<file path="config.mk">
export PLATFORM = sky130hd
export DESIGN_NAME = period_check
export DESIGN_NICKNAME = d
export VERILOG_FILES = /design/src/rtl/period_check.sv
export SDC_FILE = /design/constraint.sdc
export NUM_CORES = 1
export LEC_CHECK = 0
export ABC_AREA = 1
export BUFFER_PORTS_ARGS = -buffer_cell sky130_fd_sc_hd__buf_2
export CAP_MARGIN = 20
export CORE_MARGIN = 5
export CORE_UTILIZATION = 45
export CTS_CLUSTER_SIZE = 28
export DETAILED_ROUTE_END_ITERATION = 16
export SLEW_MARGIN = 20
export SYNTH_ARGS = -nofsm -noshare
export SYNTH_HDL_FRONTEND = slang
export SYNTH_SLANG_ARGS = --single-unit
</file>
<file path="constraint.sdc">
create_clock -name clk -period 3.03 [get_ports clk]
set_clock_uncertainty 0.1 [all_clocks]
set_input_delay 0.4545 -clock clk [delete_from_list [all_inputs] [get_ports clk]]
set_output_delay 0.4545 -clock clk [all_outputs]
set_load 0.1 [all_outputs]
</file>
<file path="src/rtl/period_check.sv">
`default_nettype none
// +--------------------------------------------------------------------------+
// | Module      : period_check                                               |
// | Description : Measures the period of an asynchronous reference clock     |
// |               (clk_in) in clk cycles, declares it stable after a run of  |
// |               matching measurements, and flags loss of clk_in.           |
// | Ports       : clk           - sampling clock, rising edge               |
// |               RST           - synchronous active-high reset             |
// |               PWRDWN        - power-down, holds block idle              |
// |               clk_in        - monitored reference clock (async)         |
// |               ref_period    - accepted period in clk cycles             |
// |               period_stable - ref_period is trustworthy                 |
// |               new_meas      - 1-cycle pulse per completed measurement   |
// |               timeout       - 1-cycle pulse when clk_in is lost         |
// | Revision    : 1.0 - initial release                                      |
// +--------------------------------------------------------------------------+
module period_check #(
  parameter int unsigned STABLE_COUNT = 4,
  parameter int unsigned TOLERANCE    = 1,
  parameter int unsigned MAX_PERIOD   = 65535
) (
  input  logic        clk,
  input  logic        RST,
  input  logic        PWRDWN,
  input  logic        clk_in,
  output logic [31:0] ref_period,
  output logic        period_stable,
  output logic        new_meas,
  output logic        timeout
);

  localparam logic [31:0] c_stable_count = 32'(STABLE_COUNT);
  localparam logic [31:0] c_tolerance    = 32'(TOLERANCE);
  localparam logic [31:0] c_max_period   = 32'(MAX_PERIOD);

  typedef enum logic [1:0] {
    S_WAIT_EDGE = 2'd0,
    S_ACQUIRE   = 2'd1,
    S_STABLE    = 2'd2
  } state_t;

  state_t      r_state;
  logic        r_sync1;
  logic        r_sync2;
  logic        r_sync3;
  logic [31:0] r_cnt;
  logic [31:0] r_run;
  logic [31:0] r_cand;
  logic        r_stable;
  logic        r_new_meas;
  logic        r_timeout;

  logic        w_edge;
  logic [31:0] w_diff;
  logic        w_match;
  logic [31:0] w_run_inc;
  logic        w_cnt_max;

  // The synchroniser latency is identical for every edge, so it cancels
  // out of the edge-to-edge distance held in r_cnt.
  assign w_edge = r_sync2 & ~r_sync3;

  always_comb begin
    // Larger minus smaller keeps the difference free of unsigned wrap.
    w_diff    = (r_cnt >= r_cand) ? (r_cnt - r_cand) : (r_cand - r_cnt);
    w_match   = (w_diff <= c_tolerance);
    w_run_inc = r_run + 32'd1;
    w_cnt_max = (r_cnt == c_max_period);
  end

  always_ff @(posedge clk) begin
    if (RST) begin
      r_state    <= S_WAIT_EDGE;
      r_sync1    <= 1'b0;
      r_sync2    <= 1'b0;
      r_sync3    <= 1'b0;
      r_cnt      <= 32'd0;
      r_run      <= 32'd0;
      r_cand     <= 32'd0;
      r_stable   <= 1'b0;
      r_new_meas <= 1'b0;
      r_timeout  <= 1'b0;
    end else begin
      r_sync1    <= clk_in;
      r_sync2    <= r_sync1;
      r_sync3    <= r_sync2;
      r_new_meas <= 1'b0;
      r_timeout  <= 1'b0;

      if (PWRDWN) begin
        r_state  <= S_WAIT_EDGE;
        r_cnt    <= 32'd0;
        r_run    <= 32'd0;
        r_cand   <= 32'd0;
        r_stable <= 1'b0;
      end else begin
        r_cnt <= w_edge ? 32'd1 : (r_cnt + 32'd1);

        case (r_state)
          S_WAIT_EDGE: begin
            // First edge only opens the measurement window.
            if (w_edge) begin
              r_state <= S_ACQUIRE;
              r_run   <= 32'd0;
            end
          end

          S_ACQUIRE: begin
            if (w_edge) begin
              r_new_meas <= 1'b1;
              if ((r_run == 32'd0) || !w_match) begin
                r_cand <= r_cnt;
                r_run  <= 32'd1;
              end else begin
                r_run <= w_run_inc;
                if (w_run_inc == c_stable_count) begin
                  r_state  <= S_STABLE;
                  r_stable <= 1'b1;
                end
              end
            end else if (w_cnt_max) begin
              r_state   <= S_WAIT_EDGE;
              r_stable  <= 1'b0;
              r_cand    <= 32'd0;
              r_run     <= 32'd0;
              r_timeout <= 1'b1;
            end
          end

          S_STABLE: begin
            if (w_edge) begin
              r_new_meas <= 1'b1;
              // A mismatch restarts acquisition with this measurement as
              // the new candidate, so ref_period never drops to zero here.
              if (!w_match) begin
                r_state  <= S_ACQUIRE;
                r_stable <= 1'b0;
                r_cand   <= r_cnt;
                r_run    <= 32'd1;
              end
            end else if (w_cnt_max) begin
              r_state   <= S_WAIT_EDGE;
              r_stable  <= 1'b0;
              r_cand    <= 32'd0;
              r_run     <= 32'd0;
              r_timeout <= 1'b1;
            end
          end

          default: begin
            r_state  <= S_WAIT_EDGE;
            r_stable <= 1'b0;
            r_cand   <= 32'd0;
            r_run    <= 32'd0;
          end
        endcase
      end
    end
  end

  assign ref_period    = r_cand;
  assign period_stable = r_stable;
  assign new_meas      = r_new_meas;
  assign timeout       = r_timeout;

endmodule
`default_nettype wire

</file>
==> impl.org, run 1 <==
** Timing
- The max-slew violation total from the final report was 0.
- Hold Violations, Final :: 0
- Setup repair after global routing could not meet its margin everywhere.
- Highest clock rate :: 281.2 MHz
- Final worst-path cycle share :: 117.4%
- At the pin with the least slew margin, the transition time is 0.8162 ns.
- Across all hold checks on the routed design, the worst slack comes to 0.1965 ns.
- Minimum clock period :: 3.556 ns
- Summed over all failing endpoints, the final setup total negative slack is -30.82 ns.
- Slew margin rel. :: 45.59%
- Once routing completed, OpenROAD measured the worst setup slack at -0.5265 ns.
- Setup violations remaining at the end of the flow were counted as 67.

** Worst setup path
- The worst setup path is captured at a flip-flop.
- In this run the critical register-to-register path is launched from ref_period[0]$_SDFFE_PP0P_.
- Worst path top cell family by delay :: simple AND/OR/NAND/NOR gates
- Startpoint class of the critical path :: flip-flop
- Crit-path max cell delay :: 0.38 ns
- Data arrival time at the worst-slack endpoint :: 3.67 ns
- Together, buffers and inverters on the worst path number 6.
- Along the worst path, the maximum fanout reaches 8.
- Setup crit start :: ref_period[0]$_SDFFE_PP0P_
- Setup Crit Path Kind :: reg -> reg
- For this design, the slowest cell found on the critical path is dfxtp_4.
- CP dominant cell by count :: nand2_2
- Critical Path RT :: 3.14 ns

** Drt
- The count of nets left with antenna violations once routing finished came out at 0.
- The detailed router finished its first iteration with 1116 violations.
- Dividing the detail-routed wire length by the instance count gives 15.83 um.
- Before antenna repair, the detailed router went through 5 iterations.
- Using the TritonRoute via totals, the vias-per-cell ratio works out to 5.116.
- Total wire length :: 42980 um
- After detailed routing, the number of remaining DRC violations is 0.
- The routed layout has 13890 vias.

** Synthesis
- Number of enable-type register cells in the synthesized netlist :: 0
- Summing every instance area after synthesis gives 11360 um2.
- Commonest register cell after synthesis :: dfxtp_1
- nand2_1 takes more of the synthesized area than any other cell.
- When the netlist entered floorplanning its net count stood at 2140.
- Proportion of netlist area held by the largest area contributor :: 25.62%
- Counting distinct cell types in the post-synthesis netlist gives 43.
- For this run, the number of Yosys warnings is 0.
- Of the synthesized area, sequential elements account for 18.33%.
- Cell types with the largest area share after synthesis :: nand2_1 26%, dfxtp_1 18%, inv_1 11%
- Seq cells post-synth :: 104
- Number of instances in the synthesized netlist :: 2064
- In the synthesized netlist the async set-or-reset flop fraction comes to 0%.
- In this run the mean area of a mapped cell was 5.502 um2.

** Floorplan
- The floorplan has 58 rows.
- Chip Height :: 168.9 um
- For this design the top-level I/O count stands at 39.
- The region available for standard cell placement spans 25040 um2.
- The die is 168.9 um wide.
- Once the floorplan was initialized, standard cells occupied 45.36% of the core.
- Die area :: 28510 um2

** Clock network
- Clock tree synthesis selected as its root buffer the cell clkbuf_16.
- Deepest level of the CTS H-tree :: 3
- Clock tree from TritonCTS :: done
- Total clock buffers created by CTS :: 9
- The longest clock path from root to sink contains 2 buffers.
- Clock Sink Count :: 104
- Clock latency on the worst-skew pair :: 0.36 ns
- After clock tree synthesis, the clock-pin slew on the worst setup and hold paths is 0.09 ns.

** Placement
- Placer Congestion :: 0.9715
- Post-DP Area :: 14010 um2
- Final HPWL DP :: 31890 um
- Port buffer count :: 38

** Pwr
- Leakage power :: 8.215 nW
- Total power :: 0.005525 W
- Dividing total power by cell area gives a power density of 350.3 nW/um2.
- Peak VDD IR :: 250.0 uV

** GRT
- Global-route wire length before repair :: 67040 um
- Gr usage total :: 28.74%
- Number of antenna violations at the first check in global routing :: 0
- Entering global routing, the biggest net connects 65 pins.
- Summed over all layers, the global routing overflow is 0.
- The number of global-route vias before repair is 13270.

** Hold path
- The worst hold path begins at RST.
- In this run the worst hold path is classified as in -> reg.

** Cells and area
- Cell area after layout :: 15770 um2
- Antenna Diode Count :: 0
- Of the cells placed in the final design, the portion with a size suffix greater than 1 is 27.52%.
- Counting the fill cells in the layout gives 2500.
- Compared with the post-synthesis result, the final layout area differs by 38.87%.
- For this run, the post-layout net count is 2455.

** Job
- The tool flagged a number of max-cap violations equal to 0.

** Run status
- The flow ran to the end, but the final reports show violations.
- The final reports fail on setup timing.
synthesized netlist by cell type (all sizes together), types with 4 or more instances:
master  instances
nand3b          4
inv           344
nor2          209
o21ai          24
nor4           13
o21bai         35
clkbuf         29
or2             4
nand4          75
a21oi         103
dfxtp         104
nand2         788
ha             70
nor3           29
xor2           35
buf            35
nand3         145
report_power, final:
| group | internal (W) | switching [W] | leakage, nW |
|---|---|---|---|
| clock network | 0.000570 | 0.000589 | 0.138 |
| logic | 0.00114 | 0.00184 | 7.21 |
| registers | 0.00137 | 0.0000148 | 0.866 |
| total | 0.00308 | 0.00244 | 8.22 |
state kept, by name (all words and copies together), names as in the netlist:
signal         flops
r_cnt             32
r_run             32
ref_period        32
r_state            2
new_meas           1
period_stable      1
r_sync1            1
r_sync2            1
r_sync3            1
timeout            1
cell usage in the layout, fill, tap and decap left out, types with 16 or more instances in the layout:
master,count
nor2_4,20
dfxtp_4,32
buf_6,24
buf_12,16
xor2_1,35
o21ai_0,19
a21oi_2,23
nand2_4,17
o21bai_1,35
inv_1,325
ha_1,52
nand3_1,124
nand4_1,74
nor2_2,24
a21oi_1,79
dfxtp_1,70
nor3_1,25
nand3_2,18
buf_2,38
buf_4,280
nor2_1,166
nand2_2,79
nand2_1,691
routing by layer:
metal,part of all wire (%),up-vias,track usage (%)
li1,-,7037,-
met1,43,6413,36.03
met2,49,354,51.96
met3,4.5,82,3.270
met4,3.0,0,8.010
met5,0,-,0
metrics by stage:
step | setup slack (ns) | utilization [%] | instances
floorplan | -0.1574 | - | 2064
global route | -0.7297 | 62.99 | 2714
global placement | -0.6283 | 55.94 | 2651
detailed placement | -0.6816 | 55.94 | 2651
CTS | -0.4531 | 60.25 | 2702
finish | -0.5265 | 62.99 | 2714
layout make-up:
class                   count  area, um2  share of cell area [%]
clock inverters             7      55.05                  0.3491
multi-input cells        1554       8481                   53.78
repair buffers            366       3088                   19.58
inverters                 344       1304                   8.267
well taps                 330      412.9                   2.618
clock buffers               9      225.2                   1.428
flip-flops and latches    104       2205                   13.98
repair_timing:
action                     in CTS  in global routing
setup endpoints to repair      74                 77
hold buffers                    0                  0
pin swaps                      39                 84
resized for setup             103                159
cloned                          7                  5
hold endpoints to repair        0                  0
buffers inserted               28                 11
kinds of logic after synthesis:
kind of cell | Yosys count | synth area share (%)
AOI/OAI and AO/OA | 172 | 8.881
xor gates and xnor gates | 37 | 2.854
adders and majority gates | 72 | 8.065
buffers and inverters | 408 | 14.50
DFF | 104 | 18.33
and+or+nand+nor | 1271 | 47.37
path summary, 6_finish.rpt:
| path | endpoint | slack (ns) | cells after the start |
|---|---|---|---|
| setup / recovery | ref_period[24]$_SDFFE_PP0P_ | -0.53 | 26 |
| hold reg to reg | r_sync2$_SDFF_PP0_ | 0.32 | 2 |
| hold / removal | r_sync2$_SDFF_PP0_ | 0.20 | 2 |
| setup reg to reg | ref_period[24]$_SDFFE_PP0P_ | -0.53 | 26 |
Note: power is estimated with default switching activity, not from simulation.
==> run 2: changes to the inputs <==
--- a/config.mk
+++ b/config.mk
@@ -5,7 +5,6 @@
 export SDC_FILE = /design/constraint.sdc
 export NUM_CORES = 1
 export LEC_CHECK = 0
-export ABC_AREA = 1
 export BUFFER_PORTS_ARGS = -buffer_cell sky130_fd_sc_hd__buf_2
 export CAP_MARGIN = 20
 export CORE_MARGIN = 5
==> run 2 against run 1 <==
Net effect: the flow still finishes with violations (setup timing); largest power group is now sequential cells; critical endpoint is now ref_period[5]$_SDFFE_PP0P_; combinational power down 81%; clock-buffer cell count rose by 1; synthesized area is 18% lower; utilization is 13 points higher; critical path depth down 6; clock power is 3% higher; via count is 16% lower.
==> impl.org, run 2 <==
** Drt
- The routed layout has 11660 vias.
- The routed design has 38240 um of wire.
- Drt first-iter violations :: 711
- Routed wire per std cell :: 18.99 um
- After detailed routing, the number of vias per cell comes to 5.789.
- After detailed routing, the number of remaining DRC violations is 0.
- For this run, the detailed router's first-pass iteration total came to 6.
- Once detail routing completed, the nets flagged for antenna violations numbered 0.

** Worst setup path
- Startpoint class of the critical path :: flip-flop
- The worst setup path is captured at a flip-flop.
- Cells on worst reg2reg path :: 20
- The endpoint identified for the worst register-to-register timing path is ref_period[5]$_SDFFE_PP0P_.
- In this run the register-to-register setup slack is -1.20 ns.
- The critical path is of the reg -> reg type.
- In this run the worst setup path begins at ref_period[23]$_SDFFE_PP0P_.
- CP max FO :: 7
- Data arrival time at the worst-slack endpoint :: 4.41 ns
- For the worst setup path, the data required time is 3.21 ns.
- Critical register-to-register path startpoint :: ref_period[23]$_SDFFE_PP0P_

** GRT
- The initial antenna violation count was 0.
- Sum of overflow across all layers after global routing :: 0
- The first global-routing pass estimated 57410 um of wire.
- Across every metal layer, demand over resource in global routing totals 29.30%.
- The number of global-route vias before repair was 11150.
- Pin count of the biggest net entering global routing :: 37

** Timing
- Hold Violations, Final :: 0
- Worst hold slack :: 0.1862 ns
- Measured against its own limit, the worst slew margin works out to 45.37%.
- Setup repair after global routing could not meet its margin everywhere.
- After layout, the worst path uses 139.6% of the clock period.
- Counting I/O delays and the setup requirement, the final critical path takes 4.229 ns.
- Setup slack on the critical path of the routed design comes to -1.199 ns.
- Highest clock rate :: 236.5 MHz
- The max-slew violation total from the final report came to 0.
- For the pin with the worst max-slew slack, the measured transition is 0.8194 ns.
- Endpoints failing setup :: 67

** Synthesis
- Summed over all instances, the cell type with the most area after synthesis is dfxtp_1.
- Number of enable-type register cells in the synthesized netlist :: 0
- After synthesis, the share of flip-flops with an asynchronous set or reset is 0%.
- The top cell type by area accounts for 22.26% of the synthesized area.
- Counting flops and latches in the post-synthesis netlist gives 104.
- Among all cell types in the netlist, the one instantiated most often is a21oi_1.
- Mean instance size in the synthesized netlist :: 7.347 um2
- The synthesized netlist occupies a cell area of 9353 um2.
- Number of nets in the synthesized netlist :: 1349
- Yosys attributes the largest share of cell area to dfxtp_1 22%, ha_1 9.4%, a21oi_1 7.3%.
- Ranking of synthesized cells by instance count :: 136 x a21oi_1, 107 x inv_1, 104 x dfxtp_1
- Synthesis produced a netlist whose cell count is 1273.
- Yosys mapped the design onto 81 distinct sky130hd cell types.
- The share of the Yosys chip area taken by registers is 22.26%.
- For this run, the leading register cell type out of synthesis is dfxtp_1.
- During synthesis, Yosys emitted a total of 0 warnings.

** Cells and area
- Leaving out fill and tap cells, the most frequent cells in the layout are 454 x buf_4, 98 x inv_1, 93 x a21oi_1.
- Summing all flip-flop and latch instances after layout gives 2210 um2.
- Relative to the synthesized area, the layout overhead comes to 64.50%.
- Commonest non-fill, non-tap cell in the layout :: buf_4
- Total area of multi-input combinational cells :: 7961 um2
- Antenna Diode Count :: 0
- Number of fillers in the final layout :: 1525
- Post-layout nets :: 1815
- Share of final-layout standard cells stronger than drive strength 1 :: 46.67%

** Floorplan
- The floorplan step set the die width to 154.2 um.
- Row generation in the floorplan step produced 52 rows.
- Die area :: 23770 um2
- From bottom edge to top edge, the die measures 154.2 um.
- Initial cell density of the core :: 45.93%
- Boundary pin count :: 39
- In this run the standard cell core region covers 20360 um2.

** Clock network
- After clock tree synthesis, the clock-pin slew on the worst setup and hold paths is 0.08 ns.
- Clock Sink Count :: 104
- CTS Root Buffer Type :: clkbuf_16
- The number of clock buffers added by TritonCTS is 9.
- In this run the deepest clock path goes through 2 buffers.
- Clock latency on the worst-skew pair :: 0.37 ns
- TritonCTS built the clock tree.
- The clock tree synthesis step divided the H-tree into 3 levels.

** Hold path
- The worst hold path belongs to the class in -> reg.
- Worst Hold Launch :: RST
- Sink of the worst hold path :: r_sync2$_SDFF_PP0_
- Worst hold path cell count :: 2

** Placement
- The congestion estimate from routability-driven global placement came to 1.018.
- DP Worst Slack :: -1.454 ns
- Summed over all nets, the half-perimeter wirelength after detailed placement is 27680 um.
- Port buffer count :: 38

** Job
- Across the run, the number of max-cap violations was 0.

** Pwr
- In this run the power density over the cells is 202.0 nW/um2.
- The analysis attributes to cell leakage a power of 6.365 nW.
- VDD sags by at most 261.5 uV.
- The design draws 0.003107 W.

** Run status
- Failing checks :: setup timing
- Result of the run :: finished with violations
-- run 2: cell types whose count changed in the layout (fill, tap and decap cells not counted), moves of 32 or more --
cell,change
nand2_1,-635
inv_1,-227
buf_4,+174
nor2_1,-80
nand2_2,-73
nand3_1,-66
xnor2_1,+56
nand4_1,-32
-- run 2: layout make-up --
cell class / instances / area share (%)
multi-input cells: 989 / 51.75
repair buffers: 527 / 27.07
flip-flops and latches: 104 / 14.36
inverters: 108 / 2.668
well taps: 270 / 2.196
clock buffers: 10 / 1.553
clock inverters: 6 / 0.4066
-- run 2: metrics by stage --
stage               cells  instance area (um2)  setup TNS, ns  util [%]
floorplan            1273                 9706         -63.19         -
global placement     1944                13210         -86.00     64.86
detailed placement   1944                13210         -85.90     64.86
CTS                  1985                14240         -64.66     69.91
global route         2014                15380         -84.38     75.55
finish               2014                15380         -76.17     75.55
-- run 2: worst max path at each step --
stage / end / slack [ns] / depth (start not counted)
2_1_floorplan: r_run[22]$_SDFFE_PP0P_ / -1.0 / 17
3_3_place_gp: r_state[0]$_SDFFE_PP0P_ / -1.40 / 18
3_5_place_dp: r_run[9]$_SDFFE_PP0P_ / -1.45 / 17
4_1_cts: r_run[3]$_SDFFE_PP0P_ / -1.09 / 16
5_1_grt: r_state[0]$_SDFFE_PP0P_ / -1.30 / 18
6_report: ref_period[5]$_SDFFE_PP0P_ / -1.20 / 20
-- run 2: logic make-up after synthesis --
kind of cell,share of synthesized area (%)
AO/OA/AOI/OAI,25.31
XOR/XNOR,6.930
adder cells (fa/ha/maj),9.793
buffers and inverters,8.000
flip-flops,22.26
multiplexers,1.391
AND/OR/NAND/NOR,26.31
-- run 2: report_power, final --
group / switching, W / internal, W / total, W / leakage (nW)
Combinational: 0.000288 / 0.000273 / 0.000562 / 5.35
Sequential: 0.00000318 / 0.00134 / 0.00134 / 0.868
Clock: 0.000599 / 0.000602 / 0.00120 / 0.148
Total: 0.000891 / 0.00222 / 0.00311 / 6.36
-- run 2: repair_timing --
action / in CTS / in global routing
setup endpoints to repair: 67 / 70
hold buffers: 0 / 0
setup buffers: 25 / 23
gates cloned: 3 / 6
gates resized for setup: 119 / 165
pin swaps: 52 / 76
-- run 2: worst max-delay path: stages, from the launching register on --
cell and delay (ns):
dfxtp_4 0.34, inv_1 0.06, ha_2 0.37, nand2_1 0.12, o21ai_1 0.26, nand2_1 0.14, a311oi_4 0.36, or3_4 0.22
buf_6 0.14, mux2i_4 0.29, buf_6 0.14, xnor2_2 0.09, nand4b_1 0.19, nor4b_4 0.42, buf_12 0.17, buf_12 0.11
a21oi_4 0.06, buf_12 0.15, clkbuf_16 0.16, nand2b_1 0.14, a21oi_1 0.14
-- run 2: routing by layer --
| layer | global-route usage, % | up-vias | wire [um] |
|---|---|---|---|
| met3 | 5.537 | 98 | 2693 |
| met4 | 9.966 | 0 | 1414 |
| met1 | 37.70 | 5524 | 15930 |
| met2 | 49.19 | 464 | 18200 |
| met5 | 0 | - | 0 |
| li1 | - | 5574 | - |
==> run 3: changes to the inputs <==
==> constraint.sdc (replaced) <==
create_clock -name clk -period 3.84 [get_ports clk]
set_clock_uncertainty 0.1 [all_clocks]
set_input_delay 0.576 -clock clk [delete_from_list [all_inputs] [get_ports clk]]
set_output_delay 0.576 -clock clk [all_outputs]
set_load 0.1 [all_outputs]
==> run 3 against run 2 <==
Net effect: the run still ends with setup timing left; clock power decreased by 19%; maximum frequency decreased by 0.12%; hold slack improved by 0.13 ns; sequential share of layout area increased by 1.0 points; non-clock buffer count decreased by 89.
==> impl.org, run 3 (synthesis gave the netlist of run 2 again) <==
** Placement
- At the placement stage, the worst setup path has a slack of -0.7866 ns.
- Cell count after placement :: 1888
- Final HPWL DP :: 27190 um
- Routability-driven placement finished with a final weighted congestion of 0.9952.
- Port buffer count :: 38

** Drt
- Routed wire per std cell :: 18.13 um
- For this run, the detailed router's first-pass iteration total came to 5.
- Using the TritonRoute via totals, the vias-per-cell ratio works out to 5.743.
- Total wire length :: 34910 um
- Detailed routing placed a total of 2122 um of wire on met3.
- Via count :: 11060
- Antenna-violating nets left :: 0
- Wl on met1 :: 15120 um
- Uppermost metal layer occupied by signal nets :: met4
- Wire segments on met2 add up to 16890 um in the final route.
- In this run, the number of DRC markers left after iteration 0 of detailed routing was 704.
- For this run, design rule violations remaining after detail routing come to 0.

** GRT
- Number of antenna violations at the first check in global routing :: 0
- Sum of overflow across all layers after global routing :: 0
- The first global-routing pass estimated 54940 um of wire.
- Pin count of the biggest net entering global routing :: 39
- Gr usage total :: 27.99%
- Via count of the first global-routing pass :: 10610

** Cells and area
- In the layout the commonest cells are 376 x buf_4, 98 x inv_1, 92 x a21oi_1.
- Core utilization of the finished layout :: 70.35%
- Commonest non-fill, non-tap cell in the layout :: buf_4
- The post-route netlist has 42.57% of its cells at a drive strength greater than 1.
- Non-filler instance count after layout :: 1926
- Compared with the post-synthesis result, the final layout area differs by 53.18%.
- At the end of the flow, the number of nets in the layout was 1727.
- Number of fillers in the final layout :: 1690
- The repair_antennas step left the layout with diodes totalling 0.

** Floorplan
- For this configuration, the core starts out at a cell density of 45.93%.
- Std-Cell Core Area :: 20360 um2
- Die area :: 23770 um2
- In this run the vertical extent of the chip is 154.2 um.
- Boundary pin count :: 39
- In this run the core area contains 52 standard-cell rows.
- From left edge to right edge, the die measures 154.2 um.

** Timing
- Minimum clock period :: 4.234 ns
- For the pin with the worst max-slew slack, the measured transition is 1.098 ns.
- Highest clock rate :: 236.2 MHz
- Measured against its own limit, the worst slew margin works out to 26.79%.
- The hold violation total from the final report was 0.
- Setup TNS :: -18.39 ns
- Final worst slack :: -0.3939 ns
- Max-slew violation count :: 0
- The worst path uses 110.3% of the clock period.
- Setup repair after global routing could not meet its margin everywhere.
- Endpoints failing setup :: 67

** Worst setup path
- Cells on worst reg2reg path :: 16
- Sort of element at the end of the critical path :: flip-flop
- STA puts the critical path data required time at 4.01 ns.
- Setup Crit Path Kind :: reg -> reg
- The worst setup path is launched from a flip-flop.
- STA puts the critical path data arrival time at 4.40 ns.
- CP max FO :: 5

** Run status
- Failing checks :: setup timing
- Result of the run :: finished with violations

** Hold path
- The worst hold path passes through 2 cells.
- The path class of the tightest hold or removal check is in -> reg.

** Clock network
- CTS Buffer Depth :: 2
- CTS placed an instance of clkbuf_16 at the clock tree root.
- Deepest level of the CTS H-tree :: 3
- In this run, CTS created clock tree buffers numbering 9.
- Clock latency on the worst-skew pair :: 0.37 ns
- Clock tree from TritonCTS :: done
- Number of hold buffers added after cts :: 0
- Clock Sink Count :: 104
- Clock-pin slew was measured on the worst setup and hold paths at 0.08 ns.

** Job
- Number of maximum-capacitance violations :: 0

** Pwr
- In this run the power density over the cells is 169.3 nW/um2.
- For this design the static power due to leakage is 5.840 nW.
- Peak VDD IR :: 201.2 uV
- Total power :: 0.002425 W
==> run 3: cell types whose count changed in the layout (fill, tap and decap cells not counted), moves of 5 or more <==
cell and delta:
nor3_4 -6, ha_1 +6, buf_4 -78, buf_12 -5
o21ai_0 +10, nand2b_1 -13, nor3_1 +5, nand3_1 +6
nand2b_4 +13
==> run 3: report_power, final <==
part,switching (W),internal [W]
clock network,0.000459,0.000515
logic,0.000202,0.000186
registers,0.00000303,0.00106
total,0.000664,0.00176
==> run 3: repair_timing <==
item / CTS / global route
resized for setup: 84 / 129
hold endpoints to repair: 0 / 0
pin swaps: 42 / 50
setup buffers: 9 / 10
cloned: 2 / 2
endpoints found under the setup margin: 67 / 67
==> run 3: metrics by stage <==
| step | hold WS (ns) | instance area (um2) |
|---|---|---|
| finish | 0.3123 | 14330 |
| CTS | 0.2987 | 13560 |
| global route | 0.3242 | 14330 |
| floorplan | 0.3138 | 9706 |
| detailed placement | 0.3345 | 12780 |
| global placement | 0.3250 | 12780 |
==> run 3: final timing paths <==
kind                                            startpoint                endpoint  slack (ns)
worst min register to register          r_sync1$_SDFF_PP0_      r_sync2$_SDFF_PP0_        0.35
worst max register to register  ref_period[1]$_SDFFE_PP0P_  r_run[19]$_SDFFE_PP0P_       -0.39
worst max-delay path            ref_period[1]$_SDFFE_PP0P_  r_run[19]$_SDFFE_PP0P_       -0.39
worst min-delay path                                   RST      r_sync3$_SDFF_PP0_        0.31
==> run 3: critical path: stages, from the launching register on <==
cell and delay (ns):
dfxtp_4 0.40, inv_4 0.06, ha_4 0.25, and3b_1 0.18, or3_1 0.35, a211o_1 0.26, a211o_1 0.32, a2111oi_4 0.23
buf_4 0.16, and4_1 0.22, o2bb2ai_2 0.06, nor4b_2 0.23, or4b_4 0.60, nor2_4 0.25, clkbuf_16 0.18, a211oi_1 0.06
o32ai_1 0.24
==> run 3: area by class of cell <==
type | count | area (um2) | area share (%)
timing repair buffer | 438 | 3366 | 23.49
sequential | 104 | 2202 | 15.37
inverter | 108 | 410.4 | 2.865
multi-input combinational | 990 | 7707 | 53.80
tap | 270 | 337.8 | 2.358
clock buffer | 9 | 225.2 | 1.572
clock inverter | 7 | 77.57 | 0.5415
==> run 3: metal layers <==
layer	vias up	global-route usage (%)
met1	5276	36.78
li1	5397	-
met4	0	7.527
met5	-	0
met2	332	47.57
met3	56	4.609
